===== config.mk =====
export PLATFORM = sky130hd
export DESIGN_NAME = image_loader
export DESIGN_NICKNAME = d
export VERILOG_FILES = /design/src/rtl/image_loader.sv
export SDC_FILE = /design/constraint.sdc
export NUM_CORES = 1
export LEC_CHECK = 0
export ABC_CLOCK_PERIOD_IN_PS = 2700
export BUFFER_PORTS_ARGS = -buffer_cell sky130_fd_sc_hd__buf_2
export CAP_MARGIN = 30
export CELL_PAD_IN_SITES_DETAIL_PLACEMENT = 0
export CELL_PAD_IN_SITES_GLOBAL_PLACEMENT = 1
export CORE_MARGIN = 2
export CORE_UTILIZATION = 44
export DETAILED_ROUTE_END_ITERATION = 7
export GPL_TIMING_DRIVEN = 0
export PLACE_DENSITY = 0.79
export REMOVE_ABC_BUFFERS = 1
export SYNTH_ARGS = -nofsm -noshare
export SYNTH_HDL_FRONTEND = slang
export SYNTH_SLANG_ARGS = --single-unit

===== constraint.sdc =====
create_clock -name clk_i -period 2.7 [get_ports clk_i]
set_input_delay 0.27 -clock clk_i [delete_from_list [all_inputs] [get_ports clk_i]]
set_output_delay 0.27 -clock clk_i [all_outputs]
set_load 0.005 [all_outputs]

===== src/rtl/image_loader.sv =====
// -----------------------------------------------------------------------------
// image_loader
//
// Input-side loader for the downsampling processor. It takes the source image
// as a valid/ready byte stream and writes it into the processor data RAM. The
// bytes go to consecutive addresses that start at BASE_ADDR. When the last
// byte has been written, the loader pulses done for one cycle. It runs before
// the processor is started.
//
// State machine: IDLE -> LOAD -> FLUSH -> DONE -> IDLE
//
// Parameters
//   IMG_W      image width in pixels
//   IMG_H      image height in pixels
//   ADDR_W     RAM address width (BASE_ADDR + IMG_W*IMG_H must fit)
//   BASE_ADDR  RAM address of pixel (0,0)
//
// Ports
//   clk_i          system clock, rising edge
//   rst_ni         asynchronous active-low reset
//   start_i        one-cycle request to begin a load (IDLE only)
//   in_data_i      pixel byte
//   in_valid_i     in_data_i valid
//   in_ready_o     loader accepts a byte this cycle (LOAD only)
//   dram_wren_o    RAM write enable, one cycle after each handshake
//   dram_addr_o    RAM write address
//   dram_data_o    RAM write data
//   busy_o         load in progress (LOAD or FLUSH)
//   done_o         one-cycle pulse after the last RAM write
//   pixel_count_o  bytes accepted in the current/last load
//   checksum_o     (LOADER_CHECKSUM_EN only) mod-2^16 sum of accepted bytes
//
// Optional feature macro: LOADER_CHECKSUM_EN
// -----------------------------------------------------------------------------
module image_loader #(
    parameter int unsigned IMG_W     = 16,
    parameter int unsigned IMG_H     = 16,
    parameter int unsigned ADDR_W    = 16,
    parameter int unsigned BASE_ADDR = 0
) (
    input  logic              clk_i,
    input  logic              rst_ni,
    input  logic              start_i,
    input  logic [7:0]        in_data_i,
    input  logic              in_valid_i,
    output logic              in_ready_o,
    output logic              dram_wren_o,
    output logic [ADDR_W-1:0] dram_addr_o,
    output logic [7:0]        dram_data_o,
    output logic              busy_o,
    output logic              done_o,
    output logic [15:0]       pixel_count_o
`ifdef LOADER_CHECKSUM_EN
    ,
    output logic [15:0]       checksum_o
`endif
);

    localparam int unsigned NPIX = IMG_W * IMG_H;

    typedef enum logic [1:0] {
        S_IDLE  = 2'd0,
        S_LOAD  = 2'd1,
        S_FLUSH = 2'd2,
        S_DONE  = 2'd3
    } state_e;

    state_e            state_q, state_d;
    logic [15:0]       pix_q, pix_d;
    logic [15:0]       col_q, col_d;
    logic [15:0]       row_q, row_d;
    logic              wren_q, wren_d;
    logic [ADDR_W-1:0] addr_q, addr_d;
    logic [7:0]        data_q, data_d;
    logic [ADDR_W-1:0] lin_addr;

    // The row/col form gives the same result as BASE_ADDR + index. The sum is
    // truncated to the RAM address width.
    assign lin_addr = ADDR_W'(BASE_ADDR + row_q * IMG_W + col_q);

`ifdef LOADER_CHECKSUM_EN
    logic [15:0] csum_q, csum_d;
    assign checksum_o = csum_q;
`endif

    assign dram_wren_o   = wren_q;
    assign dram_addr_o   = addr_q;
    assign dram_data_o   = data_q;
    assign pixel_count_o = pix_q;

    // State register and datapath registers
    always_ff @(posedge clk_i or negedge rst_ni) begin
        if (!rst_ni) begin
            state_q <= S_IDLE;
            pix_q   <= '0;
            col_q   <= '0;
            row_q   <= '0;
            wren_q  <= 1'b0;
            addr_q  <= '0;
            data_q  <= '0;
`ifdef LOADER_CHECKSUM_EN
            csum_q  <= '0;
`endif
        end else begin
            state_q <= state_d;
            pix_q   <= pix_d;
            col_q   <= col_d;
            row_q   <= row_d;
            wren_q  <= wren_d;
            addr_q  <= addr_d;
            data_q  <= data_d;
`ifdef LOADER_CHECKSUM_EN
            csum_q  <= csum_d;
`endif
        end
    end

    // Next-state logic and state-decoded outputs
    always_comb begin
        state_d    = state_q;
        pix_d      = pix_q;
        col_d      = col_q;
        row_d      = row_q;
        wren_d     = 1'b0;
        addr_d     = addr_q;
        data_d     = data_q;
        in_ready_o = 1'b0;
        busy_o     = 1'b0;
        done_o     = 1'b0;
`ifdef LOADER_CHECKSUM_EN
        csum_d     = csum_q;
`endif
        case (state_q)
            S_IDLE: begin
                if (start_i) begin
                    state_d = S_LOAD;
                    pix_d   = '0;
                    col_d   = '0;
                    row_d   = '0;
`ifdef LOADER_CHECKSUM_EN
                    csum_d  = '0;
`endif
                end
            end
            S_LOAD: begin
                busy_o     = 1'b1;
                in_ready_o = 1'b1;
                if (in_valid_i) begin
                    // The write goes onto the RAM bus one cycle after the handshake.
                    wren_d = 1'b1;
                    addr_d = lin_addr;
                    data_d = in_data_i;
                    pix_d  = pix_q + 16'd1;
`ifdef LOADER_CHECKSUM_EN
                    csum_d = csum_q + 16'(in_data_i);
`endif
                    if (col_q == 16'(IMG_W - 1)) begin
                        col_d = '0;
                        row_d = row_q + 16'd1;
                    end else begin
                        col_d = col_q + 16'd1;
                    end
                    if (pix_q == 16'(NPIX - 1)) begin
                        state_d = S_FLUSH;
                    end
                end
            end
            S_FLUSH: begin
                // The final write is on the bus during this cycle.
                busy_o  = 1'b1;
                state_d = S_DONE;
            end
            S_DONE: begin
                done_o  = 1'b1;
                state_d = S_IDLE;
            end
            default: begin
                state_d = S_IDLE;
            end
        endcase
    end

endmodule


==> summary.md <==
| Metric | Value |
|---|---|
| Outcome | complete, no violations |
| Measured slew at the worst slew-check pin | ~770 ps |
| Sink Count | 71 |
| Area of the core | 0.008593 mm^2 |
| Slew HR | between 40% and 50% |
| Final cell count without fillers | 564 |
| Clk pin slew, worst setup/hold paths | 80 ps |
| TritonCTS Buffers | 9 |
| Total grt overflow | 0 |
| WP data required | between 2000 and 3000 ps |
| Worst r2r src | state_q[1]$_DFFE_PN0P_ |
| Layout Nets | around 480 |
| Top-level I/O count | 56 |
| Setup Skew | 9.705 ps |
| Number of global-route vias before repair | 3129 |
| Worst setup margin | 266.6 ps |
| Worst Setup End Kind | flop |
| Synth Instances | just under 400 |
| H-tree levels | 3 |
| Synth async-reset ratio | between 90% and 100% |
| Die Y-Extent | around 97 um |
| RSZ-0062 raised after global routing | no |
| Worst slack, placed | -764.8 ps |
| Kind of critical path | reg2reg |
| Yosys warnings | 0 |
| Total Die Area | ~0.0095 mm^2 |
| Mapped Area | ~0.0038 mm^2 |
| Pins Over Slew Limit | 0 |
| Final hold vios | 0 |
| # setup viols final | 0 |
| VDD IR-drop max | about 0.0003 V |
| Routed len/inst | approximately 15 um |
| DRT iter0 DRCs | between 100 and 150 |
| Initial core utilization | between 40% and 50% |
| Detailed-route via count | ~3100 |
| Mean post-synth cell area | slightly below 10 um^2 |
| Hold/Removal Path Class | in2reg |
| FF-to-FF path depth | 7 |
| Initial antenna violation count | 0 |
| Root Driver | clkbuf_8 |
| Post-synth top flop | dfrtp_1 |
| GP Congestion | 0.7872 |
| Layout area overhead | 17.22% |
| Pwr/cell area | about 570 mW/mm^2 |
| Crit path DAT | approximately 2700 ps |
| CTS max path bufs | 2 |
| Minimum clock period | 2433 ps |
| Cell count of the worst hold path | 2 |
| Largest net degree at the start of global routing | 52 |
| Via/cell ratio | ~5.4 |
| Max-capacitance violation count | 0 |
| Setup TNS | 0 ps |
| DRT antenna net count | 0 |
| Routed WL | 8442 um |
| GR Util All Layers | 19.21% |
| Seq cells post-synth | approximately 70 |
| Number of diodes | 0 |
| Max Fclk | ~410 MHz |
| First-pass GRT wire length | about 15000 um |
| # rows | 34 |
| Min-delay src | in_data_i[5] |
| Final Core Density | between 50% and 60% |
| Period utilization | around nine tenths |
| Hold path endpoint | dram_data_o[5]$_DFFE_PN0P_ |
| Share of layout cells above drive strength 1 | a little over a fifth |
| Critical path peak fanout | 9 |
| I/O Buffers | between 50 and 60 |
| Reg2reg end | row_q[11]$_DFFE_PN0P_ |
| Hpwl dp | between 6000 and 7000 um |
| CTS tree | done |
| First-pass DRT Iterations | 5 |
| Yosys cell types | between 40 and 50 |
| DRC violations left | 0 |
| R2r setup slk | ~270 ps |
| Post-synth EDFFs | 0 |
| Register area share after synthesis | 46.30% |
| Lkg Pwr | 2.163 nW |
| Critical Path Start Type | flop |
| Clk_lat worst skew | about 350 ps |
| Chip Width | just under 100 um |
| DP Cell Count | between 500 and 600 |
synth_stat cells, drive strengths merged, types with 2 or more instances:
master | instances | area (um^2)
a211oi | 2 | 15.01
ha | 18 | 225.2
and3 | 4 | 25.02
xor2 | 20 | 175.2
xnor2 | 14 | 122.6
clkbuf | 5 | 18.77
a22o | 2 | 17.52
nor2 | 35 | 133.9
nand2 | 48 | 180.2
o21ai | 33 | 165.2
o21a | 2 | 15.01
nor4 | 7 | 71.31
mux2 | 15 | 168.9
a41oi | 2 | 25.03
inv | 9 | 33.78
a31oi | 7 | 43.79
nand2b | 5 | 31.28
o31ai | 2 | 15.01
a21oi | 13 | 65.06
and2 | 2 | 12.51
nor3 | 11 | 55.05
o211ai | 4 | 30.03
nand3 | 14 | 70.07
buf | 8 | 41.29
nand4 | 14 | 87.58
and4 | 7 | 61.31
nor3b | 2 | 15.01
dfrtp | 71 | 1777
a21o | 4 | 30.03
state kept, by name (all words and copies together), names as in the netlist:
register       flops
pixel_count_o     16
dram_wren_o        1
col_q             16
row_q             12
dram_addr_o       16
state_q            2
dram_data_o        8
cell type report:
type | count | area (um^2)
clock inverter | 3 | 40.04
fill | 816 | 4095
multi-input combinational | 299 | 1979
tap | 108 | 135.1
clock buffer | 13 | 168.9
sequential | 71 | 1777
timing repair buffer | 61 | 360.3
inverter | 9 | 37.54
how the worst max path moves through the flow:
| stage | from | to | slack [ps] | cells past startpoint |
|---|---|---|---|---|
| finish | state_q[1]$_DFFE_PN0P_ | row_q[11]$_DFFE_PN0P_ | 270 | 7 |
| global route | state_q[1]$_DFFE_PN0P_ | col_q[13]$_DFFE_PN0P_ | 10 | 9 |
| CTS | state_q[1]$_DFFE_PN0P_ | col_q[5]$_DFFE_PN0P_ | 60 | 8 |
| detailed placement | state_q[1]$_DFFE_PN0P_ | col_q[5]$_DFFE_PN0P_ | -760 | 8 |
| global placement | state_q[1]$_DFFE_PN0P_ | col_q[5]$_DFFE_PN0P_ | -690 | 8 |
| floorplan | state_q[1]$_DFFE_PN0P_ | col_q[5]$_DFFE_PN0P_ | 150 | 8 |
routing by layer:
layer  up-vias  share of wire, %  GRT usage, %
li1       1514                 -             -
met1      1491                47         24.99
met2        55                48         32.10
met3        12               3.1         3.381
met4         0               1.5         7.265
met5         -                 0             0
cell usage in the layout, fill, tap and decap left out, types with 2 or more instances in the layout:
cell type   n
nand2_1    47
o31ai_1     2
and4_1      7
o21a_1      2
a21o_1      4
nor3_1     11
a21oi_1    13
o21ai_0    32
buf_2      54
mux2_2     15
buf_6       2
and3_1      4
nor4_1      4
clkbuf_8   12
nand3_1    14
nor4_2      2
clkinv_2    2
xor2_1     20
and2_1      2
ha_1       18
a31oi_1     7
a22o_1      2
o211ai_1    4
nor2_1     34
a211oi_1    2
nand4_1    14
nor3b_1     2
dfrtp_1    71
buf_4       2
inv_1       8
nand2b_1    5
xnor2_1    14
worst max-delay path, cell delays in order (launching register included):
cell and delay (ps):
dfrtp_1 410, inv_1 90, ha_1 390, mux2i_1 210, or2_0 400, nor4_1 560
nor3b_1 100, a21o_1 160
stage by stage:
| stage | power, W | cell area, um^2 | hold WS, ps |
|---|---|---|---|
| after floorplan | 0.001507 | 3777 | -25.59 |
| after detailed placement | 0.001706 | 4255 | 181.9 |
| after CTS | 0.002607 | 4491 | 136.3 |
| final | 0.002580 | 4498 | 141.5 |
| after global placement | 0.001679 | 4188 | 457.1 |
| after global routing | 0.002726 | 4498 | 141.1 |
what timing repair did:
| item | 4_1_cts | 5_1_grt |
|---|---|---|
| pin swaps | 0 | 1 |
| setup endpoints to repair | 15 | 5 |
| setup buffers | 0 | 1 |
| resized for setup | 4 | 0 |
| hold buffers | 1 | 0 |
| hold endpoints to repair | 20 | 0 |
where the power goes:
group	switching [W]	internal, W
logic	0.000173	0.000183
registers	0.000145	0.00118
clock network	0.000398	0.000500
total	0.000715	0.00187
cell families (layout without fill, tap and decap cells):
kind of cell             count (synthesis)  count (layout)  share of synthesized area, %
flip-flops                              71              71                         46.30
AO/OA/AOI/OAI                           75              75                         11.90
adder cells (fa/ha/maj)                 19              19                         6.391
AND/OR/NAND/NOR                        155             155                         20.54
multiplexers                            16              16                         4.662
XOR/XNOR                                34              34                         7.760
buffers and inverters                   22              86                         2.445
No activity file was read; power rests on OpenSTA's default activity.
